[src/rtl/eject_rr_arbiter.sv]
// Round-robin arbiter that shares one collector port among numReq local-port requesters.
// Optional statistics counters (GrantCount, StallCycles) are built when ARB_STATS_EN is defined.
module eject_rr_arbiter #(
   parameter int numReq    = 4,
   parameter int idxWidth  = 2,
   parameter int dataWidth = 32
) (
   input  logic                          clk,
   input  logic                          reset,
   input  logic [numReq-1:0]             ReqUpStr,
   input  logic [numReq*dataWidth-1:0]   PacketIn,
   output logic [numReq-1:0]             GntUpStr,
   output logic                          UpStrFull,
   output logic                          ReqDnStr,
   output logic [dataWidth-1:0]          PacketOut,
   input  logic                          GntDnStr,
   input  logic                          DnStrFull,
   output logic [idxWidth-1:0]           GrantIdx,
   output logic                          Busy,
   output logic [1:0]                    state_dbg,
   output logic [idxWidth-1:0]           rr_ptr
`ifdef ARB_STATS_EN
   ,
   output logic [numReq*16-1:0]          GrantCount,
   output logic [31:0]                   StallCycles
`endif
);

   // Handshake contract: upstream requesters hold ReqUpStr until they see a
   // one-cycle GntUpStr pulse; downstream, ReqDnStr stays high with PacketOut
   // stable until GntDnStr is sampled high, and GntDnStr must fall before the
   // next arbitration round starts.
   typedef enum logic [1:0] {
      IDLE     = 2'd0,
      WAIT_GNT = 2'd1,
      RELEASE  = 2'd2
   } state_t;

   localparam logic [idxWidth:0]   NUM_REQ_W = (idxWidth+1)'(numReq);
   localparam logic [idxWidth-1:0] LAST_IDX  = idxWidth'(numReq-1);

   state_t                 state;
   logic                   found;
   logic [idxWidth-1:0]    winner;
   logic [idxWidth:0]      cand;
   logic [dataWidth-1:0]   pkt_slice [numReq];

   for (genvar g = 0; g < numReq; g++) begin : g_slice
      assign pkt_slice[g] = PacketIn[g*dataWidth +: dataWidth];
   end

   // Search rr_ptr, rr_ptr+1, ... with wrap at numReq (not at a power of two).
   always_comb begin
      found  = 1'b0;
      winner = '0;
      cand   = '0;
      for (int k = 0; k < numReq; k++) begin
         cand = {1'b0, rr_ptr} + (idxWidth+1)'(k);
         if (cand >= NUM_REQ_W) begin
            cand = cand - NUM_REQ_W;
         end
         if (!found && ReqUpStr[cand[idxWidth-1:0]]) begin
            found  = 1'b1;
            winner = cand[idxWidth-1:0];
         end
      end
   end

   always_ff @(posedge clk or posedge reset) begin
      if (reset) begin
         state     <= IDLE;
         ReqDnStr  <= 1'b0;
         GntUpStr  <= '0;
         PacketOut <= '0;
         GrantIdx  <= '0;
         rr_ptr    <= '0;
      end else begin
         case (state)
            IDLE: begin
               if (!DnStrFull && found) begin
                  PacketOut <= pkt_slice[winner];
                  GrantIdx  <= winner;
                  ReqDnStr  <= 1'b1;
                  state     <= WAIT_GNT;
               end
            end
            WAIT_GNT: begin
               // The packet is already latched, so a requester dropping out here does not abort.
               if (GntDnStr) begin
                  ReqDnStr <= 1'b0;
                  GntUpStr <= {{(numReq-1){1'b0}}, 1'b1} << GrantIdx;
                  rr_ptr   <= (GrantIdx == LAST_IDX) ? '0 : GrantIdx + idxWidth'(1);
                  state    <= RELEASE;
               end
            end
            RELEASE: begin
               GntUpStr <= '0;
               if (!GntDnStr) begin
                  state <= IDLE;
               end
            end
            default: begin
               state <= IDLE;
            end
         endcase
      end
   end

   assign UpStrFull = (state != IDLE);
   assign Busy      = (state != IDLE);
   assign state_dbg = state;

`ifdef ARB_STATS_EN
   logic [15:0] grant_cnt [numReq];

   always_ff @(posedge clk or posedge reset) begin
      if (reset) begin
         for (int i = 0; i < numReq; i++) begin
            grant_cnt[i] <= '0;
         end
         StallCycles <= '0;
      end else begin
         for (int i = 0; i < numReq; i++) begin
            if (GntUpStr[i] && grant_cnt[i] != 16'hFFFF) begin
               grant_cnt[i] <= grant_cnt[i] + 16'd1;
            end
         end
         if (state == IDLE && |ReqUpStr && DnStrFull) begin
            StallCycles <= StallCycles + 32'd1;
         end
      end
   end

   for (genvar g = 0; g < numReq; g++) begin : g_cnt
      assign GrantCount[g*16 +: 16] = grant_cnt[g];
   end
`endif

   a_gnt_onehot: assert property (@(posedge clk) disable iff (reset) $onehot0(GntUpStr));
   a_gnt_req_excl: assert property (@(posedge clk) disable iff (reset) !(|GntUpStr && ReqDnStr));
   a_idx_range: assert property (@(posedge clk) disable iff (reset) int'(GrantIdx) < numReq);

endmodule
[config.mk]
export PLATFORM = sky130hd
export DESIGN_NAME = eject_rr_arbiter
export DESIGN_NICKNAME = d
export VERILOG_FILES = /design/src/rtl/eject_rr_arbiter.sv
export SDC_FILE = /design/constraint.sdc
export NUM_CORES = 1
export LEC_CHECK = 0
export ABC_AREA = 1
export BUFFER_PORTS_ARGS = -buffer_cell sky130_fd_sc_hd__clkbuf_2
export CELL_PAD_IN_SITES_DETAIL_PLACEMENT = 1
export CELL_PAD_IN_SITES_GLOBAL_PLACEMENT = 1
export CORE_AREA = 2 2 122 95
export CTS_BUF_LIST = sky130_fd_sc_hd__clkbuf_4 sky130_fd_sc_hd__clkbuf_8 sky130_fd_sc_hd__clkbuf_16
export DETAILED_ROUTE_END_ITERATION = 10
export DIE_AREA = 0 0 124 97
export PLACE_DENSITY_LB_ADDON = 0.1
export SYNTH_ARGS = -nofsm -noshare
export SYNTH_HDL_FRONTEND = slang
export SYNTH_SLANG_ARGS = --single-unit
[constraint.sdc]
create_clock -name clk -period 3.8 [get_ports clk]
set_input_delay 0.76 -clock clk [delete_from_list [all_inputs] [get_ports clk]]
set_output_delay 0.76 -clock clk [all_outputs]
set_load 0.1 [all_outputs]
==> results of run 1 <==
[metrics by stage]
stage	worst slack, ns	cell area (µm²)	util	hold slack, ns
floorplan	1.127	3386	-	0.9201
global placement	0.8428	4287	0.3993	0.4628
detailed placement	0.6457	4287	0.3993	0.4710
CTS	0.7045	4479	0.4172	0.4879
global route	0.3759	4479	0.4172	0.5109
finish	0.7681	4479	0.4172	0.4819
[metal layers]
layer  vias up  GRT usage
met2       115     0.3250
li1       1931          -
met3         7    0.03833
met5         -          0
met4         0    0.03457
met1      1777     0.2619
[sequential cells by signal, summed over array words and instances (netlist names)]
name	cells
GntUpStr	4
GrantIdx	2
state_dbg	2
PacketOut	32
rr_ptr	2
ReqDnStr	1
[how the worst max path moves through the flow]
| stage | to | depth (start not counted) |
|---|---|---|
| finish | PacketOut[6]$_DFFE_PP0P_ | 13 |
| global route | PacketOut[6]$_DFFE_PP0P_ | 13 |
| CTS | PacketOut[6]$_DFFE_PP0P_ | 13 |
| detailed placement | PacketOut[6]$_DFFE_PP0P_ | 13 |
| global placement | PacketOut[18]$_DFFE_PP0P_ | 13 |
| floorplan | UpStrFull | 2 |
[critical path, cell delays in order (launching register included)]
cell     delay [ns]
dfrtp_1        0.65
inv_2          0.17
nand2_1        0.14
nand2_4        0.09
nand2_1        0.07
nand2_1        0.07
a21oi_1        0.15
nand2_2        0.25
nand2_4        0.55
inv_2          0.37
nand2_1        0.15
nand2_1        0.07
nand2_1        0.08
nand3_1        0.09
[cells in the final DEF, fill, tap and decap left out, types with 6 or more instances in the layout]
master    count
dfrtp_1      43
or2_0        19
nand3_1      91
inv_2         6
nand2_1     212
clkbuf_2    180
inv_1        83
nand2_2       7
nand3b_1     10
[layout make-up]
cell class                      instances  area (µm²)  share of cell area
Clock inverter                          3       67.56             0.01508
Inverter                               89       334.1             0.07458
Tap cell                              140       175.2             0.03911
Multi-Input combinational cell        372        1778              0.3969
Clock buffer                            5       125.1             0.02793
Sequential cell                        43        1076              0.2402
Timing Repair Buffer                  183       923.4              0.2061
[cells by family after synthesis]
logic type / Yosys count / share of synthesized area
AND/OR/NAND/NOR: 359 / 0.4956
buffers and inverters: 113 / 0.1571
flip-flops: 43 / 0.3178
AO/OA/AOI/OAI: 9 / 0.01478
adder cells (fa/ha/maj): 4 / 0.01478
==> impl_metrics.yaml, run 1 <==
status:
  status: "completed"
hold_path:
  hold_path_class: "flop to flop"
  hold_depth: 2
  hold_start: "PacketOut[20]$_DFFE_PP0P_"
  holdPathEnd: "PacketOut[20]$_DFFE_PP0P_"
worst_setup_path:
  r2r_slack_ns: 0.77
  reg2reg_from: "rr_ptr[0]$_DFFE_PP0P_"
  r2r_end: "PacketOut[6]$_DFFE_PP0P_"
  cp.required_ns: 3.97
  r2r_cells: 13
  cp-end-kind: "flop"
  path_class: "flop to flop"
  worst_setup_path_start_kind: "flop"
  crit_fanout: 59
  startpoint: "rr_ptr[0]$_DFFE_PP0P_"
  worstPathArrival_ns: 3.20
drt:
  via_per_inst: 4.587
  dr.first_iter.drc_count: 149
  top_layer_used: "met4"
  routedWlPerCell_um: 14.17
  ant_nets: 0
  vias: 3830
  wirelength_mm: 11.84
  wl_met2_mm: 5.537
  drc: 0
  drt-met1-wl_mm: 5.402
  wl_met3_um: 817
  firstDrtPassIters: 4
floorplan:
  io-pin-count: 181
  die-width_um: 124
  die-height_um: 97
  dieArea_um2: 12030
  core_area_um2: 10740
  initial_core_util: 0.3154
  rows: 33
synth:
  ys.flop_type: "dfrtp_1"
  synth_top_area_frac: 0.3178
  yosysWarningCount: 0
  synth_edf_count: 0
  synth_common_cells: "nand2_1 (212), nand3_1 (91), inv_1 (84)"
  seq_area_frac_synth: 0.3178
  avgSynthCellArea_um2: 6.412
  yosys.cell_types.count: 27
  syn_inst: 528
  postSynth.asyncResetShare: 1.000
  synth_area_leader_cell: "dfrtp_1"
  syn_area_um2: 3386
  synth_fp_nets: 668
  yosysMostFrequentCell: "nand2_1"
  ys_ff_latch: 43
  synthTopCellsByArea: "dfrtp_1 (32%), nand2_1 (24%), nand3_1 (13%)"
cts:
  cts_max_level: 2
  post_cts_resize_count: 0
  root_buffer: "clkbuf_16"
  cts.sinks: 43
  cts_tree: "done"
  cts_setup_buffers: 0
  hold_buffers: 0
  cts_buffers: 5
  clk_latency_ns: 0.29
  clkSlewWorstSetupHoldPaths_ns: 0.07
  cts_buffer_depth: 2
global_routing:
  grt_pass1_vias: 3840
  grt.overflow.total: 0
  grt_pass1_wl_mm: 18.62
  grt_max_degree: 60
  grt_usage: 0.1945
  antenna_found_initial: 0
placed_design:
  io_buffers: 180
  placedCellCount: 827
  place.gp.congestion: 0.8130
  dp_hpwl_mm: 9.232
sta:
  post-route-period-util: 0.7979
  finalHoldViolCount: 0
  tightest_slew_ns: 0.9544
  finClkSkew_ns: 0.007385
  slew_headroom: 0.3628
  fin_crit_ns: 3.032
  fmax_mhz: 329.8
  drv_slew: 0
  setup_viol_count_final: 0
  final.setup.tns_ns: 0
  rsz0062_at_grt: "no"
run:
  max_cap_violations: 0
final_layout:
  nets: 834
  instances_no_fill: 835
  fillers: 1494
  area.growth.synth_to_final_pct: 32.30
  drive_gt1_frac: 0.3122
  n_antenna_cell: 0
Power of run 1 is left out: the tool's default activity adds up to more than one toggle a clock period on the data nets, which glitch-free logic cannot reach.
==> run 2: changes to the inputs <==
CORE_AREA = 2 2 126 98   (was 2 2 122 95)
DIE_AREA = 0 0 128 100   (was 0 0 124 97)
clock period = 3.1 ns   (was 3.8 ns; I/O delays follow)
==> impl_metrics.yaml, run 2 (synthesis gave the netlist of run 1 again) <==
status:
  status: "completed"
drt:
  ant_nets: 0
  routedWlPerCell_um: 13.52
  wirelength_mm: 11.45
  drc: 0
  vias: 3807
  via_per_inst: 4.495
  firstDrtPassIters: 4
  dr.first_iter.drc_count: 129
sta:
  fmax_mhz: 380.2
  slew_headroom: 0.3585
  rsz0062_at_grt: "no"
  worst_slack_ns: 0.4697
  finClkSkew_ns: 0.006533
  finalHoldViolCount: 0
  fin_crit_ns: 2.630
  drv_slew: 0
  post-route-period-util: 0.8485
  setup_viol_count_final: 0
  final.setup.tns_ns: 0
  tightest_slew_ns: 0.9608
placed_design:
  dp_hpwl_mm: 8.936
  place.gp.congestion: 0.8030
  dp_slack_ns: 0.4464
  io_buffers: 180
cts:
  cts_tree: "done"
  clkSlewWorstSetupHoldPaths_ns: 0.07
  hold_buffers: 0
  cts_max_level: 2
  clk_latency_ns: 0.29
  root_buffer: "clkbuf_16"
  post_cts_resize_count: 0
  cts_buffer_depth: 2
  cts_buffers: 5
  cts_setup_buffers: 0
  cts.sinks: 43
final_layout:
  multi_input_area_um2: 1778
  nets: 838
  largest-register: "PacketOut"
  n_antenna_cell: 0
  final_common_cell: "nand2_1"
  mostFrequentLayoutCells: "nand2_1 (212), clkbuf_2 (180), nand3_1 (91), inv_1 (83), dfrtp_1 (43)"
  area.growth.synth_to_final_pct: 33.30
  top_regs: "PacketOut: 32 flops, GntUpStr: 4 flops"
  fillers: 1599
  largest_register_ffs: 32
  seqCellArea_um2: 1076
  drive_gt1_frac: 0.3162
hold_path:
  hold_path_class: "flop to flop"
global_routing:
  grt_pass1_wl_mm: 18.48
  grt_pass1_vias: 3902
  grt.overflow.total: 0
  grt_max_degree: 52
  antenna_found_initial: 0
  grt_usage: 0.1802
worst_setup_path:
  crit_fanout: 25
  path_class: "flop to flop"
  cp.required_ns: 3.29
  cp-end-kind: "flop"
  worst_setup_path_start_kind: "flop"
  worstPathArrival_ns: 2.82
floorplan:
  core_area_um2: 11740
  initial_core_util: 0.2885
  die-width_um: 128
  dieArea_um2: 12800
  rows: 35
  die-height_um: 100
  io-pin-count: 181
run:
  max_cap_violations: 0
## run 2: final cells by class
class / instances / area share
clock inverter: 2 / 0.007763
tap: 148 / 0.04103
multi-input combinational: 372 / 0.3940
clock buffer: 6 / 0.03077
inverter: 89 / 0.07402
sequential: 43 / 0.2384
timing repair buffer: 187 / 0.2140
## run 2: path summary, 6_finish.rpt
kind / slack [ns] / cells past startpoint / to / startpoint
max: 0.47 / 14 / PacketOut[25]$_DFFE_PP0P_ / rr_ptr[0]$_DFFE_PP0P_
min: 0.48 / 2 / PacketOut[15]$_DFFE_PP0P_ / PacketOut[15]$_DFFE_PP0P_
max reg2reg: 0.47 / 14 / PacketOut[25]$_DFFE_PP0P_ / rr_ptr[0]$_DFFE_PP0P_
min reg2reg: 0.48 / 2 / PacketOut[15]$_DFFE_PP0P_ / PacketOut[15]$_DFFE_PP0P_
max in group asynchronous: 1.96 / 2 / PacketOut[7]$_DFFE_PP0P_ / reset
min in group asynchronous: 0.54 / 2 / GntUpStr[3]$_DFFE_PP0P_ / reset
## run 2: metal layers
layer  global-route usage  share of wire  vias up
li1                     -              -     1941
met1               0.2346           0.47     1759
met2               0.3052           0.46       96
met3              0.04104          0.056       11
met4              0.04396          0.015        0
met5                    0              0        -
## run 2: through the flow
| step | utilization | hold WS (ns) | std cells | cell area, µm² |
|---|---|---|---|---|
| after global placement | 0.3697 | 0.4632 | 839 | 4339 |
| after CTS | 0.3845 | 0.4847 | 847 | 4513 |
| final | 0.3845 | 0.4804 | 847 | 4513 |
| after global routing | 0.3845 | 0.5018 | 847 | 4513 |
| after floorplan | - | 0.7801 | 528 | 3386 |
| after detailed placement | 0.3697 | 0.4664 | 839 | 4339 |
## run 2: worst max-delay path: stages (launching register included)
cell and delay, ns:
dfrtp_1 0.64, inv_2 0.17, nand2_1 0.14, nand2_4 0.08
nand2_1 0.07, nand2_1 0.07, a21oi_1 0.16, nand2_2 0.26
nand2_4 0.29, buf_4 0.29, nand2_1 0.09, nand3_1 0.10
nand2_1 0.06, nand2_1 0.06, nand2_1 0.04
Power of run 2 is left out for the same reason.
